File: src/rtl/switch_event_arbiter.sv
`default_nettype none
// ============================================================================
// Module      : switch_event_arbiter
// Description : Turns debounced switch levels into press/release events.
//               Each switch owns a one-deep pending slot; a round-robin
//               arbiter shares one valid/ready event channel among them.
//               Edges arriving while a slot is still occupied are dropped
//               and flagged in a sticky per-switch lost bit.
// Ports       : i_Clk, i_Reset (sync, active-high)
//               i_Switch      - debounced levels, synchronous to i_Clk
//               o_Event_Valid / i_Event_Ready - event handshake
//               o_Event_Index - switch number of the presented event
//               o_Event_Press - 1 = press (rising), 0 = release (falling)
//               o_Lost        - sticky "edge dropped" flags
//               i_Lost_Clear  - clears all o_Lost bits
// Revision    : 1.0 - initial release
// ============================================================================
module switch_event_arbiter #(
    parameter int NUM_SWITCHES = 4,
    parameter int IDX_W        = 2
) (
    input  logic                    i_Clk,
    input  logic                    i_Reset,
    input  logic [NUM_SWITCHES-1:0] i_Switch,
    output logic                    o_Event_Valid,
    input  logic                    i_Event_Ready,
    output logic [IDX_W-1:0]        o_Event_Index,
    output logic                    o_Event_Press,
    output logic [NUM_SWITCHES-1:0] o_Lost,
    input  logic                    i_Lost_Clear
);

    logic [NUM_SWITCHES-1:0] prev;
    logic [NUM_SWITCHES-1:0] pend;
    logic [NUM_SWITCHES-1:0] ptype;
    logic [IDX_W-1:0]        ptr;

    logic [NUM_SWITCHES-1:0] rise;
    logic [NUM_SWITCHES-1:0] fall;
    logic [NUM_SWITCHES-1:0] sw_edge;
    logic [NUM_SWITCHES-1:0] gnt_oh;
    logic [NUM_SWITCHES-1:0] drop;
    logic [NUM_SWITCHES-1:0] accept;
    logic                    out_free;
    logic                    found;
    logic                    grant;
    logic [IDX_W-1:0]        grant_idx;
    int                      cand;

    assign rise     = i_Switch & ~prev;
    assign fall     = ~i_Switch & prev;
    assign sw_edge  = rise | fall;
    assign out_free = ~o_Event_Valid | i_Event_Ready;
    assign grant    = out_free & found;

    // Round-robin search: first pending slot at or after ptr, wrapping.
    always_comb begin
        found     = 1'b0;
        grant_idx = '0;
        cand      = 0;
        for (int j = 0; j < NUM_SWITCHES; j++) begin
            cand = int'(ptr) + j;
            if (cand >= NUM_SWITCHES) begin
                cand = cand - NUM_SWITCHES;
            end
            if (!found && pend[cand[IDX_W-1:0]]) begin
                found     = 1'b1;
                grant_idx = cand[IDX_W-1:0];
            end
        end
    end

    always_comb begin
        gnt_oh = '0;
        for (int i = 0; i < NUM_SWITCHES; i++) begin
            gnt_oh[i] = grant && (grant_idx == IDX_W'(i));
        end
    end

    // A slot being granted this cycle is free for a new edge in the same cycle.
    assign drop   = sw_edge & pend & ~gnt_oh;
    assign accept = sw_edge & ~drop;

    always_ff @(posedge i_Clk) begin
        if (i_Reset) begin
            // Sampling the live level means a switch held through reset
            // produces no spurious edge afterwards.
            prev          <= i_Switch;
            pend          <= '0;
            ptype         <= '0;
            ptr           <= '0;
            o_Event_Valid <= 1'b0;
            o_Event_Index <= '0;
            o_Event_Press <= 1'b0;
            o_Lost        <= '0;
        end else begin
            prev   <= i_Switch;
            pend   <= accept | (pend & ~gnt_oh);
            ptype  <= (accept & rise) | (~accept & ptype);
            // A drop in the clearing cycle still sets its bit.
            o_Lost <= (i_Lost_Clear ? '0 : o_Lost) | drop;

            if (out_free) begin
                if (found) begin
                    o_Event_Valid <= 1'b1;
                    o_Event_Index <= grant_idx;
                    o_Event_Press <= ptype[grant_idx];
                    ptr           <= (grant_idx == IDX_W'(NUM_SWITCHES - 1))
                                     ? '0 : grant_idx + 1'b1;
                end else begin
                    o_Event_Valid <= 1'b0;
                end
            end
        end
    end

endmodule
`default_nettype wire

File: config.mk
export PLATFORM = sky130hd
export DESIGN_NAME = switch_event_arbiter
export DESIGN_NICKNAME = d
export VERILOG_FILES = /design/src/rtl/switch_event_arbiter.sv
export SDC_FILE = /design/constraint.sdc
export NUM_CORES = 1
export LEC_CHECK = 0
export CORE_MARGIN = 10
export CORE_UTILIZATION = 35
export CTS_CLUSTER_SIZE = 14
export DETAILED_ROUTE_END_ITERATION = 10
export PLACE_DENSITY = 0.68
export SLEW_MARGIN = 10
export SYNTH_ARGS = -nofsm -noshare
export SYNTH_HDL_FRONTEND = slang
export SYNTH_SLANG_ARGS = --single-unit
File: constraint.sdc
create_clock -name i_Clk -period 2.25 [get_ports i_Clk]
set_input_delay 0.45 -clock i_Clk [delete_from_list [all_inputs] [get_ports i_Clk]]
set_output_delay 0.45 -clock i_Clk [all_outputs]
set_load 0.005 [all_outputs]
-- Word-level counts from Yosys, hierarchy flattened
Cells that the tools add are included.
- flip-flop bits (word level): 22
- bits in latches: 0
- bits in writable memories: 0
- ROM bits: 0
- input port bits: 8
- output and inout port bits: 8
- logic and storage cells: 85
- memories: 0
- $add $sub $neg: 8
- multipliers: 0
- divide/modulo/power cells: 0
- $lt $le $gt $ge: 9
- eq/ne operators: 3
- shift operators: 0
- multiplexer cells: 25
- bitwise logic cells: 20
- reduce and logical (&&, ||, !) cells: 12
- operator list (operator ; count):
    bitwise AND 4 bit ; 8
    NOT 4 bit ; 5
    two-way mux 2 bit ; 9
    bitwise OR 4 bit ; 4
    less-than comparator 2 x 3 -> 1 bit, second input constant ; 5
    binary-select mux 1 bit (select 2 bit) ; 5
    two-way mux 1 bit ; 10
    greater-or-equal comparator 3 bit, second input constant ; 3
    subtractor 2 x 1 -> 2 bit, second input constant ; 4
    logical AND 1 bit ; 7
    adder 2 x 2 -> 3 bit, second input constant ; 2
    == test 2 bit, second input constant ; 2
    two-way mux 4 bit ; 1
    adder 2 x 1 -> 3 bit, second input constant ; 1
    greater-or-equal comparator 2 x 3 -> 1 bit, second input constant ; 1
    logical NOT 1 bit ; 3
    adder 2 x 1 -> 2 bit, second input constant ; 1
    == test 2 x 1 -> 1 bit, second input constant ; 1
    logical NOT 2 bit ; 1
    AND reduction 2 bit ; 1
    bitwise AND 1 bit ; 1
    NOT 1 bit ; 1
    bitwise OR 1 bit ; 1

-- Depth between registers and ports, before layout
- depth in word-level cells: 23
- depth in mapped cells: 10
- depth with buffers taken out: 9

-- Worst setup path before layout
No wires, ideal clock.
- kind: reg-to-reg
- from: register pend[1]
- to: register (tool-made name)
- setup time: 128 ps
- arrival: 1565 ps
- data required time: 2122 ps
- slack: 558 ps
- cell stages (with the launch flop): 10
- buffers on the path: 1
- period minus slack after synthesis: 1692 ps
- path through: dfxtp_1 -> buf_4 -> nand2b_1 -> a21oi_1 -> a211oi_2 -> ha_1 -> nand2_1 -> a21oi_1 -> mux2i_1 -> nor2_1
- RTL lines (element ; line ; text):
    from (decl) ; 34 ; logic [NUM_SWITCHES-1:0] pend;
    from (signal assigned) ; 98 ; pend <= accept | (pend & ~gnt_oh);

==> results.md <==
- The area of the core region is 0.002758 sq mm.
- For the pin with the worst max-slew slack, the measured transition is 442.0 ps.
- The stage delay of the slowest cell on the critical path is 510 ps.
- STA classifies the critical path startpoint as a register.
- The final worst clock skew is 10.84 ps.
- The routed layout has 765 vias.
- For flop-to-flop paths, the worst setup slack is 320 ps.
- The per-cell via count in the routed design is 4.873.
- Across the VDD grid, the largest voltage drop is 0.4671 mV.
- The net count after synthesis is 126.
- The quantity of hold-fixing buffers added after cts is 0.
- The post-route DRC violation count is 0.
- The post-CTS resize count is 0.
- The combined area of all synthesized cells is 0.001005 sq mm.
- Along the worst path, the maximum fanout reaches 8.
- The capturing element type of the critical path is a register.
- The count of port buffers added during placement is 15.
- The CTS tree is done.
- From bottom edge to top edge, the die measures 73.58 microns.
- The pre-antenna-repair detailed-routing pass consisted of 4 iterations.
- The total instance count after detailed placement is 153.
- The final hold violation count was 0.
- The source of the worst hold timing path is o_Event_Index[1].
- The total wire length is 1858 microns.
- In this run the tightest slew margin relative to its limit is 0.7043.
- The leakage power is 0.0005342 uW.
- The sum of negative setup slack is 0 ps.
- The tool flagged a number of max-cap violations equal to 0.
- For the worst flop-to-flop path, the logic depth is 9.
- The path class of the tightest hold or removal check is register to register.
- The worst path needs 1934 ps of the cycle, external delays included.
- For the worst setup path, the data required time is 2460 ps.
- The clock drives 22 sinks.
- The number of max-slew violations in the final report came to 0.
- The placer congestion estimate is 0.8101.
- The share of synthesized area in the top cell type comes to 0.4384.
- The number of antenna violations at the first check in global routing was 0.
- The upper clock frequency limit is 0.5169 GHz.
- The flow ran to the end, and the final reports show no timing, DRC or antenna violations.
- Summed over all layers, the global routing overflow is 0.
- Dividing the detail-routed wire length by the instance count gives 11.83 microns.
- The first global-routing pass estimated 3353 microns of wire.
- The number of primary I/O pins is 16.
- The number of H-tree levels is 1.
- The number of global-route vias before repair is 762.
- The mean instance size in the synthesized netlist is 9.134 sq um.
- The cell accounting for the most synthesized area is sky130_fd_sc_hd__dfxtp_1.
- Row generation in the floorplan step produced 19 rows.
- The area growth from synthesis to layout is 22.17%.
- The largest net degree at the start of global routing is 14.
- Counting the buffers created by CTS gives 3.
- The net count of the finished layout is 143.
- In the final layout, the share of cells above drive strength 1 is 0.07143.
- The die covers 0.005414 sq mm.
- Setup repair after global routing left no endpoint under its margin.
- The initial DRC count is 27.
- Dividing total power by cell area gives a power density of 816.6 mW/mm^2.
- Setup violations remaining at the end of the flow were counted as 0.
- At the worst endpoint, the arrival time is 2140 ps.
- The number of setup buffers added after CTS is 0.
- The slowest stage of the critical path is the sky130_fd_sc_hd__dfxtp_1 cell.
- The cell family contributing the most delay on the critical path is compound AO/OA/AOI/OAI gates.
- No sink is reached through more buffers than the 2 on the longest clock path.
- The synthesis-stage register bit count is 22.
- Together, buffers and inverters on the worst path number 1.
- The later-pin clock latency in the skew report is 310 ps.
- The end point of the worst hold path is o_Event_Index[1].
- The combined global-route utilization of all metal layers is 0.07642.
- The cell at the root of the clock tree is sky130_fd_sc_hd__clkbuf_4.
- The register clock-pin slew on the reported worst setup and hold paths is 130 ps.
- Of the available clock period, the critical path in the final layout requires 0.8598.
- By area the synthesized netlist is led by sky130_fd_sc_hd__dfxtp_1 (44%), sky130_fd_sc_hd__ha_1 (10%), sky130_fd_sc_hd__a21oi_1 (8.0%).
- Counting instances, the worst hold path has a depth of 2.
- The antenna cell count is 0.
- The starting utilization of the core area is 0.3643.
- The total of warnings raised by yosys is 0.
- Measured along the x axis, the die boundary spans 73.58 microns.
- In this run the critical register-to-register path is launched from pend[1].
- Measured on the finished design, the core utilization comes to 0.4451.
- Of the synthesized area, sequential elements account for 0.4384.
- The cell seen most often among critical-path stages is sky130_fd_sc_hd__a21oi_1.
- The synthesized netlist contains 21 unique library cells.
- The final instance count without filler cells is 157.
- The signal on the critical path passes through nand2b_1, a21oi_1, a211oi_2, inv_1, ha_1, nand2_1, a21oi_1, mux2i_1, nor2_1.
- The count of antenna-violating nets left after detailed routing is 0.
- After technology mapping, the gate count stands at 110.
- The setup path with the least slack is of type register to register.
- The HPWL after detailed placement is 1456 microns.
-- final cells by class --
type,instances,area [sq um]
multi-input combinational,73,496.7
clock inverter,1,30.03
tap,31,38.79
inverter,11,41.29
sequential,22,440.4
fill,269,1530
timing repair buffer,16,157.7
clock buffer,3,22.52
-- routing by layer --
metal | share of wire | global-route usage | vias up
met4 | 0.018 | 0.04348 | 0
li1 | - | - | 402
met3 | 0.045 | 0.02557 | 4
met1 | 0.46 | 0.08885 | 348
met5 | 0 | 0 | -
met2 | 0.47 | 0.1193 | 11
-- per-stage QoR --
step	worst slack (ps)	hold slack, ps	total power, uW	area, sq um
2_1_floorplan	557.8	452.7	636.4	1005
3_3_place_gp	382.3	446.1	704.8	1175
3_5_place_dp	301.6	449.6	709.5	1175
4_1_cts	298.0	466.6	1012	1227
5_1_grt	123.0	503.6	1063	1227
6_report	315.5	462.8	1002	1227
-- worst max path at each step --
stage | startpoint | endpoint | slack, ps | cells after the start
after global placement | i_Event_Ready | register | 380 | 6
final | pend[1] | register | 320 | 9
after CTS | pend[1] | register | 300 | 9
after global routing | pend[1] | register | 120 | 9
after floorplan | pend[1] | register | 560 | 9
after detailed placement | pend[1] | register | 300 | 9
-- tightest hold or removal path, cell delays in order (launching register included) --
cell,delay [ps]
sky130_fd_sc_hd__dfxtp_1,330
sky130_fd_sc_hd__nand2_1,50
sky130_fd_sc_hd__a21oi_1,50
-- synth_stat cells --
master                      count
sky130_fd_sc_hd__buf_4          1
sky130_fd_sc_hd__clkbuf_1       2
sky130_fd_sc_hd__a21oi_1       16
sky130_fd_sc_hd__a2bb2oi_1      4
sky130_fd_sc_hd__ha_1           8
sky130_fd_sc_hd__a211oi_2       1
sky130_fd_sc_hd__o41ai_4        1
sky130_fd_sc_hd__dfxtp_1       22
sky130_fd_sc_hd__nand2_1       15
sky130_fd_sc_hd__a21o_1         1
sky130_fd_sc_hd__nand3b_1       1
sky130_fd_sc_hd__o22ai_1        1
sky130_fd_sc_hd__buf_6          1
sky130_fd_sc_hd__mux2i_1        6
sky130_fd_sc_hd__nand2b_1       4
sky130_fd_sc_hd__and2_1         1
sky130_fd_sc_hd__nor4_1         1
sky130_fd_sc_hd__inv_1         11
sky130_fd_sc_hd__nor2_1        11
sky130_fd_sc_hd__o221ai_2       1
sky130_fd_sc_hd__o22a_2         1
-- cells by family (layout without fill, tap and decap cells) --
family | Yosys count | after routing | share of synthesized area
adders and majority gates | 8 | 8 | 0.09963
and+or+nand+nor | 33 | 33 | 0.1420
buffers and inverters | 15 | 31 | 0.06725
AOI/OAI and AO/OA | 26 | 26 | 0.1930
muxes | 6 | 6 | 0.05978
DFF | 22 | 22 | 0.4384
-- report_power, final --
group          leakage [uW]  total [uW]  switching, uW  internal (uW)
registers          0.000182         465           37.5            427
clock network     0.0000279         302            122            180
logic              0.000324         235            116            119
total              0.000534        1000            276            726
-- placed cells by master, fill, tap and decap left out, drive strengths merged --
| cell | n |
|---|---|
| a211oi | 1 |
| a21o | 1 |
| a21oi | 16 |
| a2bb2oi | 4 |
| and2 | 1 |
| buf | 1 |
| bufinv | 1 |
| clkbuf | 3 |
| clkdlybuf4s50 | 15 |
| dfxtp | 22 |
| ha | 8 |
| inv | 11 |
| mux2i | 6 |
| nand2 | 15 |
| nand2b | 4 |
| nand3b | 1 |
| nor2 | 11 |
| nor4 | 1 |
| o221ai | 1 |
| o22a | 1 |
| o22ai | 1 |
| o41ai | 1 |
No activity file was read; power rests on OpenSTA's default activity.
